$ cat config.mk
export PLATFORM = sky130hd
export DESIGN_NAME = mem_arbiter
export DESIGN_NICKNAME = d
export VERILOG_FILES = /design/src/rtl/mem_arbiter.sv
export SDC_FILE = /design/constraint.sdc
export NUM_CORES = 1
export LEC_CHECK = 0
export ABC_AREA = 1
export CELL_PAD_IN_SITES_DETAIL_PLACEMENT = 0
export CELL_PAD_IN_SITES_GLOBAL_PLACEMENT = 1
export CORE_ASPECT_RATIO = 0.6
export CORE_MARGIN = 3
export CORE_UTILIZATION = 13
export DETAILED_ROUTE_END_ITERATION = 10
export GPL_TIMING_DRIVEN = 0
export HOLD_SLACK_MARGIN = 0.12
export PLACE_DENSITY = 0.86
export SLEW_MARGIN = 20
export SYNTH_ARGS = -nofsm -noshare
export SYNTH_HDL_FRONTEND = slang
export SYNTH_SLANG_ARGS = --single-unit
$ cat constraint.sdc
create_clock -name clk_i -period 2.4 [get_ports clk_i]
set_input_delay 0.48 -clock clk_i [delete_from_list [all_inputs] [get_ports clk_i]]
set_output_delay 0.48 -clock clk_i [all_outputs]
set_load 0.02 [all_outputs]
$ cat src/rtl/mem_arbiter.sv
`default_nettype none
// ============================================================================
// Module      : mem_arbiter
// Description : Merges the core's instruction-fetch port and LSU data port onto
//               one shared memory port. Every accepted request pushes a 1-bit
//               source tag into an in-order FIFO; each returning response pops
//               the head tag and is steered back to the port that issued it.
//               Grant is fixed data-over-inst priority by default. A request
//               that is presented but stalled keeps its grant until it is
//               accepted or withdrawn.
//               Optional macro MEM_ARB_RR_EN: round-robin tie-break using a
//               last_grant register.
// Revision    : 1.0 - initial release
// ============================================================================
module mem_arbiter #(
  parameter int MaxOutLog2 = 2,
  parameter int Xlen       = 32,
  parameter int MaskBits   = 4
) (
  input  logic                clk_i,
  input  logic                rst_i,
  // Instruction-fetch port
  input  logic                inst_valid_i,
  output logic                inst_ready_o,
  input  logic [Xlen-1:0]     inst_addr_i,
  input  logic [Xlen-1:0]     inst_wdata_i,
  input  logic [MaskBits-1:0] inst_wmask_i,
  output logic [Xlen-1:0]     inst_rdata_o,
  output logic                inst_rvalid_o,
  // LSU data port
  input  logic                data_valid_i,
  output logic                data_ready_o,
  input  logic [Xlen-1:0]     data_addr_i,
  input  logic [Xlen-1:0]     data_wdata_i,
  input  logic [MaskBits-1:0] data_wmask_i,
  output logic [Xlen-1:0]     data_rdata_o,
  output logic                data_rvalid_o,
  // Shared downstream memory port
  output logic                mem_valid_o,
  input  logic                mem_ready_i,
  output logic [Xlen-1:0]     mem_addr_o,
  output logic [Xlen-1:0]     mem_wdata_o,
  output logic [MaskBits-1:0] mem_wmask_o,
  input  logic [Xlen-1:0]     mem_rdata_i,
  input  logic                mem_rvalid_i
);

  localparam int Depth = 2 ** MaxOutLog2;
  localparam int CntW  = MaxOutLog2 + 1;

  // Source tag encoding
  localparam logic TagInst = 1'b0;
  localparam logic TagData = 1'b1;

  // Tag FIFO state
  logic [MaxOutLog2-1:0] wr_ptr_q, wr_ptr_d;
  logic [MaxOutLog2-1:0] rd_ptr_q, rd_ptr_d;
  logic [CntW-1:0]       count_q, count_d;
  logic [Depth-1:0]      tag_q, tag_d;

  // Grant lock for a stalled request
  logic lock_q, lock_d;
  logic lock_port_q, lock_port_d;

`ifdef MEM_ARB_RR_EN
  logic last_grant_q, last_grant_d;
`endif

  logic full;
  logic empty;
  logic grant;
  logic grant_valid;
  logic issue;
  logic push;
  logic pop;
  logic head_tag;

  assign full     = (count_q == CntW'(Depth));
  assign empty    = (count_q == '0);
  assign head_tag = tag_q[rd_ptr_q];

  // Grant selection: a live lock wins, otherwise arbitrate among valid ports
  always_comb begin
    grant = TagInst;
    if (lock_q && (lock_port_q ? data_valid_i : inst_valid_i)) begin
      grant = lock_port_q;
    end else if (inst_valid_i && data_valid_i) begin
`ifdef MEM_ARB_RR_EN
      grant = ~last_grant_q;
`else
      grant = TagData;
`endif
    end else if (data_valid_i) begin
      grant = TagData;
    end else begin
      grant = TagInst;
    end
  end

  // Issue and handshake qualification; outputs are held low during reset
  assign grant_valid = (grant == TagData) ? data_valid_i : inst_valid_i;
  assign issue       = grant_valid && !full && !rst_i;
  assign push        = issue && mem_ready_i;
  assign pop         = mem_rvalid_i && !empty && !rst_i;

  // Request mux toward memory
  assign mem_valid_o  = issue;
  assign mem_addr_o   = (grant == TagData) ? data_addr_i  : inst_addr_i;
  assign mem_wdata_o  = (grant == TagData) ? data_wdata_i : inst_wdata_i;
  assign mem_wmask_o  = (grant == TagData) ? data_wmask_i : inst_wmask_i;
  assign inst_ready_o = push && (grant == TagInst);
  assign data_ready_o = push && (grant == TagData);

  // Response routing: data broadcast, rvalid steered by the head tag
  assign inst_rdata_o  = mem_rdata_i;
  assign data_rdata_o  = mem_rdata_i;
  assign inst_rvalid_o = pop && (head_tag == TagInst);
  assign data_rvalid_o = pop && (head_tag == TagData);

  // Next-state for FIFO, lock and round-robin history
  always_comb begin
    wr_ptr_d    = wr_ptr_q;
    rd_ptr_d    = rd_ptr_q;
    count_d     = count_q;
    tag_d       = tag_q;
    lock_d      = issue && !mem_ready_i;
    lock_port_d = grant;
`ifdef MEM_ARB_RR_EN
    last_grant_d = last_grant_q;
    if (push) begin
      last_grant_d = grant;
    end
`endif
    if (push) begin
      tag_d[wr_ptr_q] = grant;
      wr_ptr_d        = wr_ptr_q + MaxOutLog2'(1);
    end
    if (pop) begin
      rd_ptr_d = rd_ptr_q + MaxOutLog2'(1);
    end
    case ({push, pop})
      2'b10:   count_d = count_q + CntW'(1);
      2'b01:   count_d = count_q - CntW'(1);
      default: count_d = count_q;
    endcase
  end

  // State registers with asynchronous reset
  always_ff @(posedge clk_i or posedge rst_i) begin
    if (rst_i) begin
      wr_ptr_q    <= '0;
      rd_ptr_q    <= '0;
      count_q     <= '0;
      tag_q       <= '0;
      lock_q      <= 1'b0;
      lock_port_q <= TagInst;
`ifdef MEM_ARB_RR_EN
      last_grant_q <= TagInst;
`endif
    end else begin
      wr_ptr_q    <= wr_ptr_d;
      rd_ptr_q    <= rd_ptr_d;
      count_q     <= count_d;
      tag_q       <= tag_d;
      lock_q      <= lock_d;
      lock_port_q <= lock_port_d;
`ifdef MEM_ARB_RR_EN
      last_grant_q <= last_grant_d;
`endif
    end
  end

endmodule
`default_nettype wire
==> summary.txt, run 1 <==
Status
  – Outcome: complete, no violations

Floorplan
  – Die Area: 17900 sq um
  – Placeable Area: 15600 sq um
  – Die X: 171 um
  – Initial core utilization: 0.136
  – Die Y: 105 um
  – # IOs: 311
  – Rows: 35

STA
  – Rel. slew slack: 0.797
  – Fin Hold WS: 0.491 ns
  – Slew Viols, Final: 0
  – Clock skew: 0.00601 ns
  – Least-Margin Pin Slew: 0.303 ns
  – Peak Freq: 433 MHz
  – Fin crit period: 2.31 ns
  – Final Hold Viols: 0
  – Final setup fails: 0
  – Final Cycle Share: 0.962

Synthesis
  – Cell Area, Synth: 2120 sq um
  – Cells after synthesis: 374
  – Synthesized netlist net count: 554
  – Sequential share of the synthesized area: 0.153
  – Synth warn: 0
  – Synthesized area per cell: 5.67 sq um
  – Distinct cells, synth: 20
  – Synthesis-stage register bit count: 13

Critical path
  – CP peak stage delay: 0.32 ns
  – Crit Path Max Fanout: 10
  – Slowest stage cell on the critical path: dlygate4sd2_1
  – Worst path required time: 1.92 ns
  – Crit. End Element: output pin
  – WP buf/inv: 5
  – Worst EP arrival: 1.83 ns
  – Crit start category: input port
  – Setup CP Type: input port to output pin
  – CP top delay family: buffers and inverters
  – Critical Path, Cell by Cell: dlygate4sd2_1 -> nand3b_1 -> nand2_4 -> buf_12 -> buf_4 -> buf_4 -> nand2_1 -> nand2_1 -> dlygate4sd2_1

Drt
  – Initial drt markers: 137
  – TritonRoute pass-1 iters: 4
  – Final ANT Viol Nets: 0
  – Vias: 3102
  – WL final: 10900 um
  – Via density: 3.58
  – Wire length per cell: 12.6 um
  – DR DRC count: 0

Power and ir drop
  – Internal power: 1.24 mW
  – Leak Pwr: 2.64 nW
  – Part of the power in registers: 0.183
  – Pwr/cell area: 403 nW/um^2
  – Clk pwr share: 0.147
  – Switching share of power: 0.412
  – Maximum VDD drop: 0.249 mV
  – Combinational power share: 0.670
  – Sw Pwr: 0.865 mW

Placement
  – RePlAce Congestion: 0.755
  – Dpl hpwl: 9400 um
  – # placed instances: 855
  – Buffers on Ports: 278

Global routing
  – Largest net degree at the start of global routing: 14
  – First-pass GRT wire length: 15700 um
  – Total GRT Usage: 0.109
  – Vias in the first global route: 2957
  – Grt total ovfl: 0
  – Antenna violations before repair: 0

Hold path
  – Worst hold path type: flip-flop to flip-flop

Clocking
  – Clock tree sinks: 13
  – Clk pin slew, worst setup/hold paths: 0.04 ns
  – Root buffer cell: clkbuf_16
  – Clock Path Buffers: 2
  – Total CTS buffers: 3
  – Clock H-tree levels: 1
  – CTS tree: built
  – # hold bufs at CTS: 0
  – Clk Latency, worst-skew pair: 0.24 ns

Cells and area
  – Most common cell after layout, fill and taps aside: nand2_1
  – Nets: 844
  – Layout fillers: 1717
  – P&R area growth vs syn: 146%
  – Share of cells above drive strength 1: 0.214
  – Most frequent cells in the layout: 221 x nand2_1, 203 x clkdlybuf4s50_1, 77 x buf_4, 28 x buf_2, 18 x dlygate4sd2_1
  – # diodes: 0
  – Finished Layout Cells: 866

Run
  – Max cap viols: 0
## synth_stat cells
cell | instances | area (sq um)
a21oi_1 | 3 | 15.0
fa_1 | 1 | 20.0
buf_4 | 66 | 495
ha_1 | 5 | 62.6
dfrtp_1 | 13 | 325
nand4_1 | 4 | 25.0
nand3b_1 | 1 | 7.51
nor2_1 | 12 | 45.0
nand2_2 | 1 | 6.26
o21ai_0 | 6 | 30.0
xor2_1 | 3 | 26.3
buf_2 | 6 | 30.0
nor2_4 | 1 | 11.3
nand2_1 | 223 | 837
xnor2_1 | 1 | 8.76
inv_2 | 1 | 3.75
nand3_1 | 2 | 10.0
buf_6 | 7 | 78.8
inv_1 | 17 | 63.8
nand3_4 | 1 | 17.5
## per-stage QoR
stage	area, sq um	worst slack (ns)	total power [mW]	setup TNS [ns]	utilization
detailed placement	5160	-0.671	1.85	-39.04	0.330
global route	5220	-0.00232	2.27	-0.00232	0.334
floorplan	2120	0.231	1.13	0	-
global placement	5160	-0.618	1.83	-37.48	0.330
finish	5220	0.0912	2.10	0	0.334
CTS	5210	0.0153	2.13	0	0.333
## registers in the layout (all words and copies together) (netlist names)
signal,cells
lock_q,1
tag_q,4
lock_port_q,1
rd_ptr_q,2
wr_ptr_q,2
count_q,3
## worst register-to-register path, cell delays in order (launching register included)
cell and delay, ns:
dfrtp_1 0.41, nor2_1 0.14, nand2_1 0.19, nand3_4 0.20, ha_1 0.17, inv_1 0.06, fa_1 0.38, a21oi_1 0.14
o21ai_0 0.12, xor2_1 0.16
## repair_timing
item	in CTS	in global routing
pin swaps	3	1
resized for setup	218	13
cloned	1	0
buffers inserted	5	1
endpoints found under the setup margin	75	9
## metal layers
layer	up-vias	global-route usage	wire, um
li1	1637	-	-
met1	1320	0.156	4990
met2	141	0.177	4880
met3	4	0.0193	997
met4	0	0.0121	56
met5	-	0	0
## worst paths after layout
path | cells past startpoint | slack, ns | start | endpoint
min in group asynchronous | 3 | 0.72 | rst_i | lock_q
worst min-delay path | 2 | 0.49 | tag_q[1] | tag_q[1]
worst max-delay path | 9 | 0.09 | inst_valid_i | mem_wdata_o[19]
worst max register to register | 9 | 0.30 | count_q[0] | count_q[2]
worst min register to register | 2 | 0.49 | tag_q[1] | tag_q[1]
max in group asynchronous | 3 | 1.52 | rst_i | tag_q[2]
## logic make-up (layout without fill, tap and decap cells)
group                    count (synthesis)  in the layout  share of synthesized area
AO/OA/AOI/OAI                            9              9                     0.0212
XOR/XNOR                                 4              4                     0.0165
adder cells (fa/ha/maj)                  6              6                     0.0390
buffers and inverters                   97            386                      0.317
flip-flops                              13             13                      0.153
AND/OR/NAND/NOR                        245            245                      0.453
## power groups by stage
stage / Clock, mW / Sequential (mW) / Combinational (mW)
global route: 0.331 / 0.400 / 1.54
finish: 0.309 / 0.385 / 1.41
CTS: 0.319 / 0.384 / 1.42
floorplan: 0 / 0.363 / 0.764
detailed placement: 0 / 0.387 / 1.47
global placement: 0 / 0.382 / 1.45
## area by class of cell
| cell class | count | area [sq um] | area share |
|---|---|---|---|
| plain buffers | 79 | 634 | 0.122 |
| clock buffers | 3 | 75.1 | 0.0144 |
| clock inverters | 1 | 5.00 | 0.000960 |
| inverters | 18 | 73.8 | 0.0142 |
| multi-input cells | 264 | 1140 | 0.218 |
| flip-flops and latches | 13 | 325 | 0.0624 |
| well taps | 203 | 254 | 0.0487 |
| repair buffers | 285 | 2710 | 0.520 |
(Power assumes the default switching activity.)
==> run 2, diff against run 1 <==
Settings changed: CTS_CLUSTER_SIZE from default to 40.
==> results of run 2 <==
Same layout as run 1: the final DEF is identical, and so are final timing and power.
